File: config.mk
export PLATFORM = sky130hd
export DESIGN_NAME = adder_tree_gather
export DESIGN_NICKNAME = d
export VERILOG_FILES = /design/src/rtl/adder_tree_pkg.sv /design/src/rtl/gather_bank.sv /design/src/rtl/adder_tree_gather.sv
export SDC_FILE = /design/constraint.sdc
export NUM_CORES = 1
export LEC_CHECK = 0
export ABC_AREA = 1
export BUFFER_PORTS_ARGS = -buffer_cell sky130_fd_sc_hd__buf_4
export CORE_MARGIN = 2
export CORE_UTILIZATION = 50
export CTS_CLUSTER_SIZE = 40
export DETAILED_ROUTE_END_ITERATION = 12
export MAX_ROUTING_LAYER = met4
export PLACE_DENSITY = 0.69
export SETUP_SLACK_MARGIN = 0.15
export SLEW_MARGIN = 25
export SYNTH_ARGS = -nofsm -noshare
export SYNTH_HDL_FRONTEND = slang
export SYNTH_SLANG_ARGS = --single-unit
File: constraint.sdc
create_clock -name clk -period 3.9 [get_ports clk]
set_input_delay 0.975 -clock clk [delete_from_list [all_inputs] [get_ports clk]]
set_output_delay 0.975 -clock clk [all_outputs]
set_load 0.02 [all_outputs]
File: src/rtl/adder_tree_pkg.sv
// Shared constants and types for the adder tree and its input gather stage.
package adder_tree_pkg;

  localparam int unsigned ADDER_WIDTH = 12;
  localparam int unsigned LEAF_COUNT  = 8;
  localparam int unsigned LANE_IDX_W  = $clog2(LEAF_COUNT);

  typedef logic [ADDER_WIDTH-1:0] sample_t;
  typedef logic [LANE_IDX_W-1:0]  lane_idx_t;

endpackage

File: src/rtl/gather_bank.sv
// One LANES x WIDTH gather bank: lane-indexed write, full flag and, with
// GATHER_FLUSH_EN, tail-zero clear plus a partial flag.
module gather_bank
  import adder_tree_pkg::*;
#(
  parameter int unsigned WIDTH = ADDER_WIDTH,
  parameter int unsigned LANES = LEAF_COUNT,
  localparam int unsigned IDX_W = $clog2(LANES)
) (
  input  logic                   clk,
  input  logic                   rst_n,
  input  logic                   wr_en,
  input  logic [IDX_W-1:0]       wr_idx,
  input  logic [WIDTH-1:0]       wr_data,
  input  logic                   set_full,
  input  logic                   clr_full,
`ifdef GATHER_FLUSH_EN
  input  logic                   tail_clr,
  input  logic                   set_partial,
  output logic                   partial,
`endif
  output logic                   full,
  output logic [LANES*WIDTH-1:0] lanes
);

  logic [LANES-1:0][WIDTH-1:0] lanes_q, lanes_d;
  logic                        full_q, full_d;

  // Tail clear runs first so a coincident write at wr_idx survives it.
  always_comb begin
    lanes_d = lanes_q;
`ifdef GATHER_FLUSH_EN
    if (tail_clr) begin
      for (int k = 0; k < int'(LANES); k++) begin
        if (k >= int'(wr_idx)) lanes_d[k] = '0;
      end
    end
`endif
    if (wr_en) lanes_d[wr_idx] = wr_data;
    full_d = full_q;
    if (clr_full) full_d = 1'b0;
    if (set_full) full_d = 1'b1;
  end

  always_ff @(posedge clk or negedge rst_n) begin
    if (!rst_n) begin
      lanes_q <= '0;
      full_q  <= 1'b0;
    end else begin
      lanes_q <= lanes_d;
      full_q  <= full_d;
    end
  end

`ifdef GATHER_FLUSH_EN
  logic partial_q, partial_d;

  always_comb begin
    partial_d = partial_q;
    if (clr_full) partial_d = 1'b0;
    if (set_full) partial_d = set_partial;
  end

  always_ff @(posedge clk or negedge rst_n) begin
    if (!rst_n) partial_q <= 1'b0;
    else        partial_q <= partial_d;
  end

  assign partial = partial_q;
`endif

  assign full  = full_q;
  assign lanes = lanes_q;

endmodule

File: src/rtl/adder_tree_gather.sv
// Ping-pong gather of a sample stream into LANES-wide vectors for the adder
// tree leaves. Optional flush of partial vectors under GATHER_FLUSH_EN.
module adder_tree_gather
  import adder_tree_pkg::*;
#(
  parameter int unsigned WIDTH = ADDER_WIDTH,
  parameter int unsigned LANES = LEAF_COUNT
) (
  input  logic                   clk,
  input  logic                   rst_n,
  input  logic                   in_valid,
  output logic                   in_ready,
  input  logic [WIDTH-1:0]       in_data,
  output logic                   out_valid,
  input  logic                   out_ready,
`ifdef GATHER_FLUSH_EN
  input  logic                   flush,
  output logic                   out_partial,
`endif
  output logic [LANES*WIDTH-1:0] out_lanes
);

  localparam int unsigned IDX_W = $clog2(LANES);
  localparam logic [IDX_W-1:0] LAST_IDX = IDX_W'(LANES - 1);

  logic [IDX_W-1:0] idx_q, idx_d;
  logic             wb_q, wb_d;
  logic             rb_q, rb_d;

  logic [1:0]                  bank_full;
  logic [1:0][LANES*WIDTH-1:0] bank_lanes;

  logic accept_c, last_c, flush_c, close_c, drain_c;

  // Handshake decode uses registered state only.
  assign in_ready  = ~bank_full[wb_q];
  assign out_valid = bank_full[rb_q];
  assign out_lanes = bank_lanes[rb_q];

  assign accept_c = in_valid & in_ready;
  assign last_c   = accept_c & (idx_q == LAST_IDX);
  assign drain_c  = out_valid & out_ready;

`ifdef GATHER_FLUSH_EN
  logic [1:0] bank_partial;

  // A flush on the lane-filling accept is an ordinary completion.
  assign flush_c     = flush & (idx_q != '0) & ~last_c;
  assign out_partial = bank_partial[rb_q];
`else
  assign flush_c = 1'b0;
`endif

  assign close_c = last_c | flush_c;

  always_comb begin
    idx_d = idx_q;
    wb_d  = wb_q;
    rb_d  = rb_q;
    if (close_c) begin
      idx_d = '0;
      wb_d  = ~wb_q;
    end else if (accept_c) begin
      idx_d = idx_q + IDX_W'(1);
    end
    if (drain_c) rb_d = ~rb_q;
  end

  always_ff @(posedge clk or negedge rst_n) begin
    if (!rst_n) begin
      idx_q <= '0;
      wb_q  <= 1'b0;
      rb_q  <= 1'b0;
    end else begin
      idx_q <= idx_d;
      wb_q  <= wb_d;
      rb_q  <= rb_d;
    end
  end

  for (genvar b = 0; b < 2; b++) begin : g_bank
    gather_bank #(
      .WIDTH (WIDTH),
      .LANES (LANES)
    ) u_bank (
      .clk         (clk),
      .rst_n       (rst_n),
      .wr_en       (accept_c & (wb_q == 1'(b))),
      .wr_idx      (idx_q),
      .wr_data     (in_data),
      .set_full    (close_c & (wb_q == 1'(b))),
      .clr_full    (drain_c & (rb_q == 1'(b))),
`ifdef GATHER_FLUSH_EN
      .tail_clr    (flush_c & (wb_q == 1'(b))),
      .set_partial (flush_c),
      .partial     (bank_partial[b]),
`endif
      .full        (bank_full[b]),
      .lanes       (bank_lanes[b])
    );
  end

endmodule

Yosys cells after proc, flatten, opt, wreduce, memory -nomap -nowiden
Index checks and enable logic that the tools add are counted.

word-level totals
  bits in writable memories = 0
  memories kept = 0
  output and inout bits = 98
  latch bits = 0
  bits in read-only memories = 0
  logic and storage cells = 59
  bits in registers = 199

operators by class
  bitwise logic cells = 12
  order comparisons = 4
  div/mod/pow operators = 0
  mux-type cells = 16
  reductions and logical operators = 4
  multiply operators = 0
  eq/ne operators = 1
  add/subtract/negate cells = 1
  shift-type cells = 0

operator list
  cell                   count
  $bwmux W96             2
  $mux W96               2
  $demux W12 S3          1
  $mux W12               1
  $and A1 B1 Y1          9
  $mux W1                8
  $mux W3                2
  $reduce_bool A2 Y1     3
  $lt A1 B2 Y1 const B   2
  $lt A3 B4 Y1 const B   1
  $add A3 B1 Y3 const B  1
  $eq A3 B3 Y1 const B   1
  $ge A3 B1 Y1 const B   1
  $not A1 Y1             3
  $logic_and A1 B1 Y1    1

Longest topological paths before layout
  depth after elaboration = 7
  gate-level depth with buffers = 8
  mapped depth without buffers = 7

By module
From an unflattened synthesis, not the netlist that was laid out.

unflattened totals
  cell total of the unflattened synthesis = 1247
  area total of the unflattened synthesis = 9295.2 sq um

by module, submodules not included
  module             cells each  times used  area an instance (sq um)
  gather_bank        447         2           3876.2
  adder_tree_gather  353         1           1542.7

Worst setup path before layout
OpenSTA, ideal clock, no wires.

  kind = register -> output
  start = register rb_q
  end = output out_lanes[91]
  buffers on the path = 2
  stages on the path, launching flop included = 5
  setup slack = 1694 ps
  arrival = 1231 ps
  data required time = 2925 ps
  path through = dfrtp_1 -> buf_2 -> inv_2 -> clkbuf_1 -> o21ai_0

between the ends
  word-level cells in the longest chain between the ends = 2

RTL lines
  item                                         RTL line                 source
  from (decl)                                  adder_tree_gather.sv:28  logic rb_q, rb_d;
  from (signal assigned)                       adder_tree_gather.sv:77  rb_q <= rb_d;
  $mux W96 (implied by the code) (2 in a row)  adder_tree_gather.sv:38  assign out_lanes = bank_lanes[rb_q];
  to (decl)                                    adder_tree_gather.sv:20  output logic [LANES*WIDTH-1:0] out_lanes

No other way between the ends. The select of a mux whose other input is x is not followed.

Worst setup path in the final report
  start = register rb_q
  end = output out_lanes[95]

The elaborated chain is that of the path after synthesis.

==> impl_metrics.py <==
metrics = {
    "yosys": {
        "ys_warn_count": 0,
        "synth_top_area_share": 0.540,
        "synth_nets": 1245,
        "ys_types": 22,
        "synth_area_leader_cell": "dfrtp_1",
        "syn_area_per_cell_um2": 7.52,
        "netlist_instances": 1227,
        "synth_seq_area_share": 0.540,
        "synthTopCellsByArea": "dfrtp_1 (54%), nand2_1 (32%), nand3_1 (4.5%)",
        "ys_ff_latch": 199,
        "synth_area_um2": 9220,
    },
    "sta": {
        "clock_skew_ns": 0.0111,
        "setup_viol": 0,
        "relSlewSlack": 0.358,
        "fin_crit_sh": 0.775,
        "drv_slew": 0,
        "fmax_ghz": 0.331,
        "worst_pin_slew_ns": 0.959,
        "min_period_ns": 3.02,
        "setup-tns-final_ns": 0,
        "hold_violations": 0,
        "rsz0062_at_grt": "no",
    },
    "clocking": {
        "ctsHoldBuffers": 0,
        "cts-root-buf": "clkbuf_16",
        "clockBufferDepth": 2,
        "ctsHtreeMaxLevel": 4,
        "tritoncts": "built",
        "post_cts_buffers": 0,
        "clkSinkCount": 199,
        "clkTransAtPathRegs_ns": 0.07,
        "cts_buffers": 17,
        "insertion_delay_ns": 0.44,
        "post_cts_resize_count": 0,
    },
    "final_layout": {
        "instances_no_fill": 1520,
        "layout_common_cells": "nand2_1 (776), dfrtp_1 (198), buf_4 (116), nand3_1 (82), o21ai_0 (27)",
        "fin_area_um2": 10500,
        "nNetsFinal": 1296,
        "final_common_cell": "nand2_1",
        "area_growth_pct": 14.4,
        "post-route-util": 0.585,
        "drive_above_1_share": 0.130,
        "diodes": 0,
    },
    "hold_path": {
        "min_path_type": "flip-flop to flip-flop",
    },
    "placement": {
        "dp_cells": 1488,
        "port_buffers": 113,
        "gp_congestion": 0.806,
        "dp_hpwl_um": 14000,
        "postPlaceCellArea_um2": 9960,
    },
    "drt": {
        "finalWirelength_um": 23700,
        "viasPerCell": 5.07,
        "vias": 7702,
        "firstDrtPassIters": 5,
        "drc": 0,
        "drtIter0Drc": 599,
        "final_antenna_net_count": 0,
        "wire_per_inst_um": 15.6,
    },
    "power_and_ir_drop": {
        "clock_power_share": 0.189,
        "seqPwrFrac": 0.365,
        "vdd_drop_max_v": 0.000468,
        "power.leakage_nw": 6.03,
        "power_frac_comb": 0.447,
        "power_mw": 9.43,
        "cellPowerDensity_nw_per_um2": 894,
        "switching_power_mw": 4.00,
        "power.internal_mw": 5.44,
        "p_sw_frac": 0.424,
    },
    "flow_run": {
        "drv_cap": 0,
    },
    "die": {
        "fp.dieH_um": 140,
        "dieWidth_um": 140,
        "row_count": 49,
        "io_pins": 114,
        "core_um2": 18000,
        "initial_core_util": 0.512,
        "dieArea_um2": 19500,
    },
    "status": {
        "status": "completed",
    },
    "global_route": {
        "antenna_found_initial": 0,
        "grt_pass1_vias": 7015,
        "grt_max_degree": 90,
        "grt_remaining_overflow": 0,
        "grt_pass1_wl_um": 38100,
        "grt_util_all_layers": 0.254,
    },
    "worst_setup_path": {
        "crit_path_start_kind": "flip-flop",
        "crit_type": "flip-flop to primary output",
        "crit_path_max_fanout": 69,
        "worstSetupEndpointType": "primary output",
        "critPathArrivalTime_ns": 2.05,
        "required_ns": 2.92,
    },
}
per-layer routing:
metal	vias up	global-route usage	part of all wire
met5	-	-	0
met2	206	0.386	0.47
li1	3834	-	-
met3	21	0.0361	0.048
met1	3641	0.367	0.47
met4	0	0.0568	0.010
cell type report:
cell class	count	area (µm²)
clock buffer	21	470
clock inverter	11	121
fill	1738	7480
inverter	27	101
multi-input combinational	914	3670
sequential	199	4980
tap	229	287
timing repair buffer	119	922
worst max-delay path: stages, from the launching register on:
cell     delay [ns]
dfrtp_2        0.40
inv_2          0.05
buf_4          0.56
o21ai_0        0.35
buf_4          0.24
flip-flops by register name (all words and copies together), names as in the netlist:
signal / flops
g_bank.u_bank.lanes: 192
idx_q: 3
g_bank.u_bank.full: 2
rb_q: 1
wb_q: 1
synthesized netlist by cell type:
library cell    n
buf_1           1
buf_2          36
buf_4           7
buf_6          10
clkbuf_1       32
clkbuf_2        1
dfrtp_1       199
ha_1            2
inv_1          21
inv_2           6
nand2_1       776
nand2_4         4
nand3_1        82
nand3_2         1
nand3_4         1
nand4_1         3
nor2_1         10
nor2_2          4
nor2_4          1
o21ai_0        27
o21ai_1         2
o31ai_1         1
power groups by stage:
stage / Sequential, mW / Clock [mW] / Combinational (mW)
global route: 3.55 / 1.88 / 4.66
floorplan: 3.32 / 0 / 2.84
global placement: 3.45 / 0 / 4.17
CTS: 3.44 / 1.79 / 4.25
detailed placement: 3.46 / 0 / 4.24
finish: 3.44 / 1.78 / 4.21
worst paths after layout:
check,cells past startpoint,end,slack [ns],start
min in group asynchronous,1,g_bank[1].u_bank.lanes[14],0.60,rst_n
setup / recovery,4,out_lanes[95],0.88,rb_q
max in group asynchronous,2,g_bank[1].u_bank.lanes[61],2.48,rst_n
hold / removal,2,g_bank[1].u_bank.lanes[38],0.47,g_bank[1].u_bank.lanes[38]
setup reg to reg,7,g_bank[0].u_bank.lanes[73],1.74,wb_q
hold reg to reg,2,g_bank[1].u_bank.lanes[38],0.47,g_bank[1].u_bank.lanes[38]
metrics by stage:
| step | setup WS [ns] | hold WS, ns |
|---|---|---|
| after global routing | 0.747 | 0.487 |
| final | 0.877 | 0.470 |
| after global placement | 1.25 | 0.453 |
| after detailed placement | 1.16 | 0.458 |
| after CTS | 0.894 | 0.474 |
| after floorplan | 1.69 | 0.442 |
logic make-up (layout without fill, tap and decap cells):
logic type | count (synthesis) | count (layout) | share of synthesized area
AND/OR/NAND/NOR | 882 | 882 | 0.378
flip-flops | 199 | 199 | 0.540
buffers and inverters | 114 | 178 | 0.0624
AO/OA/AOI/OAI | 30 | 30 | 0.0166
adder cells (fa/ha/maj) | 2 | 2 | 0.00271
Power figures use the tool's default switching activity.
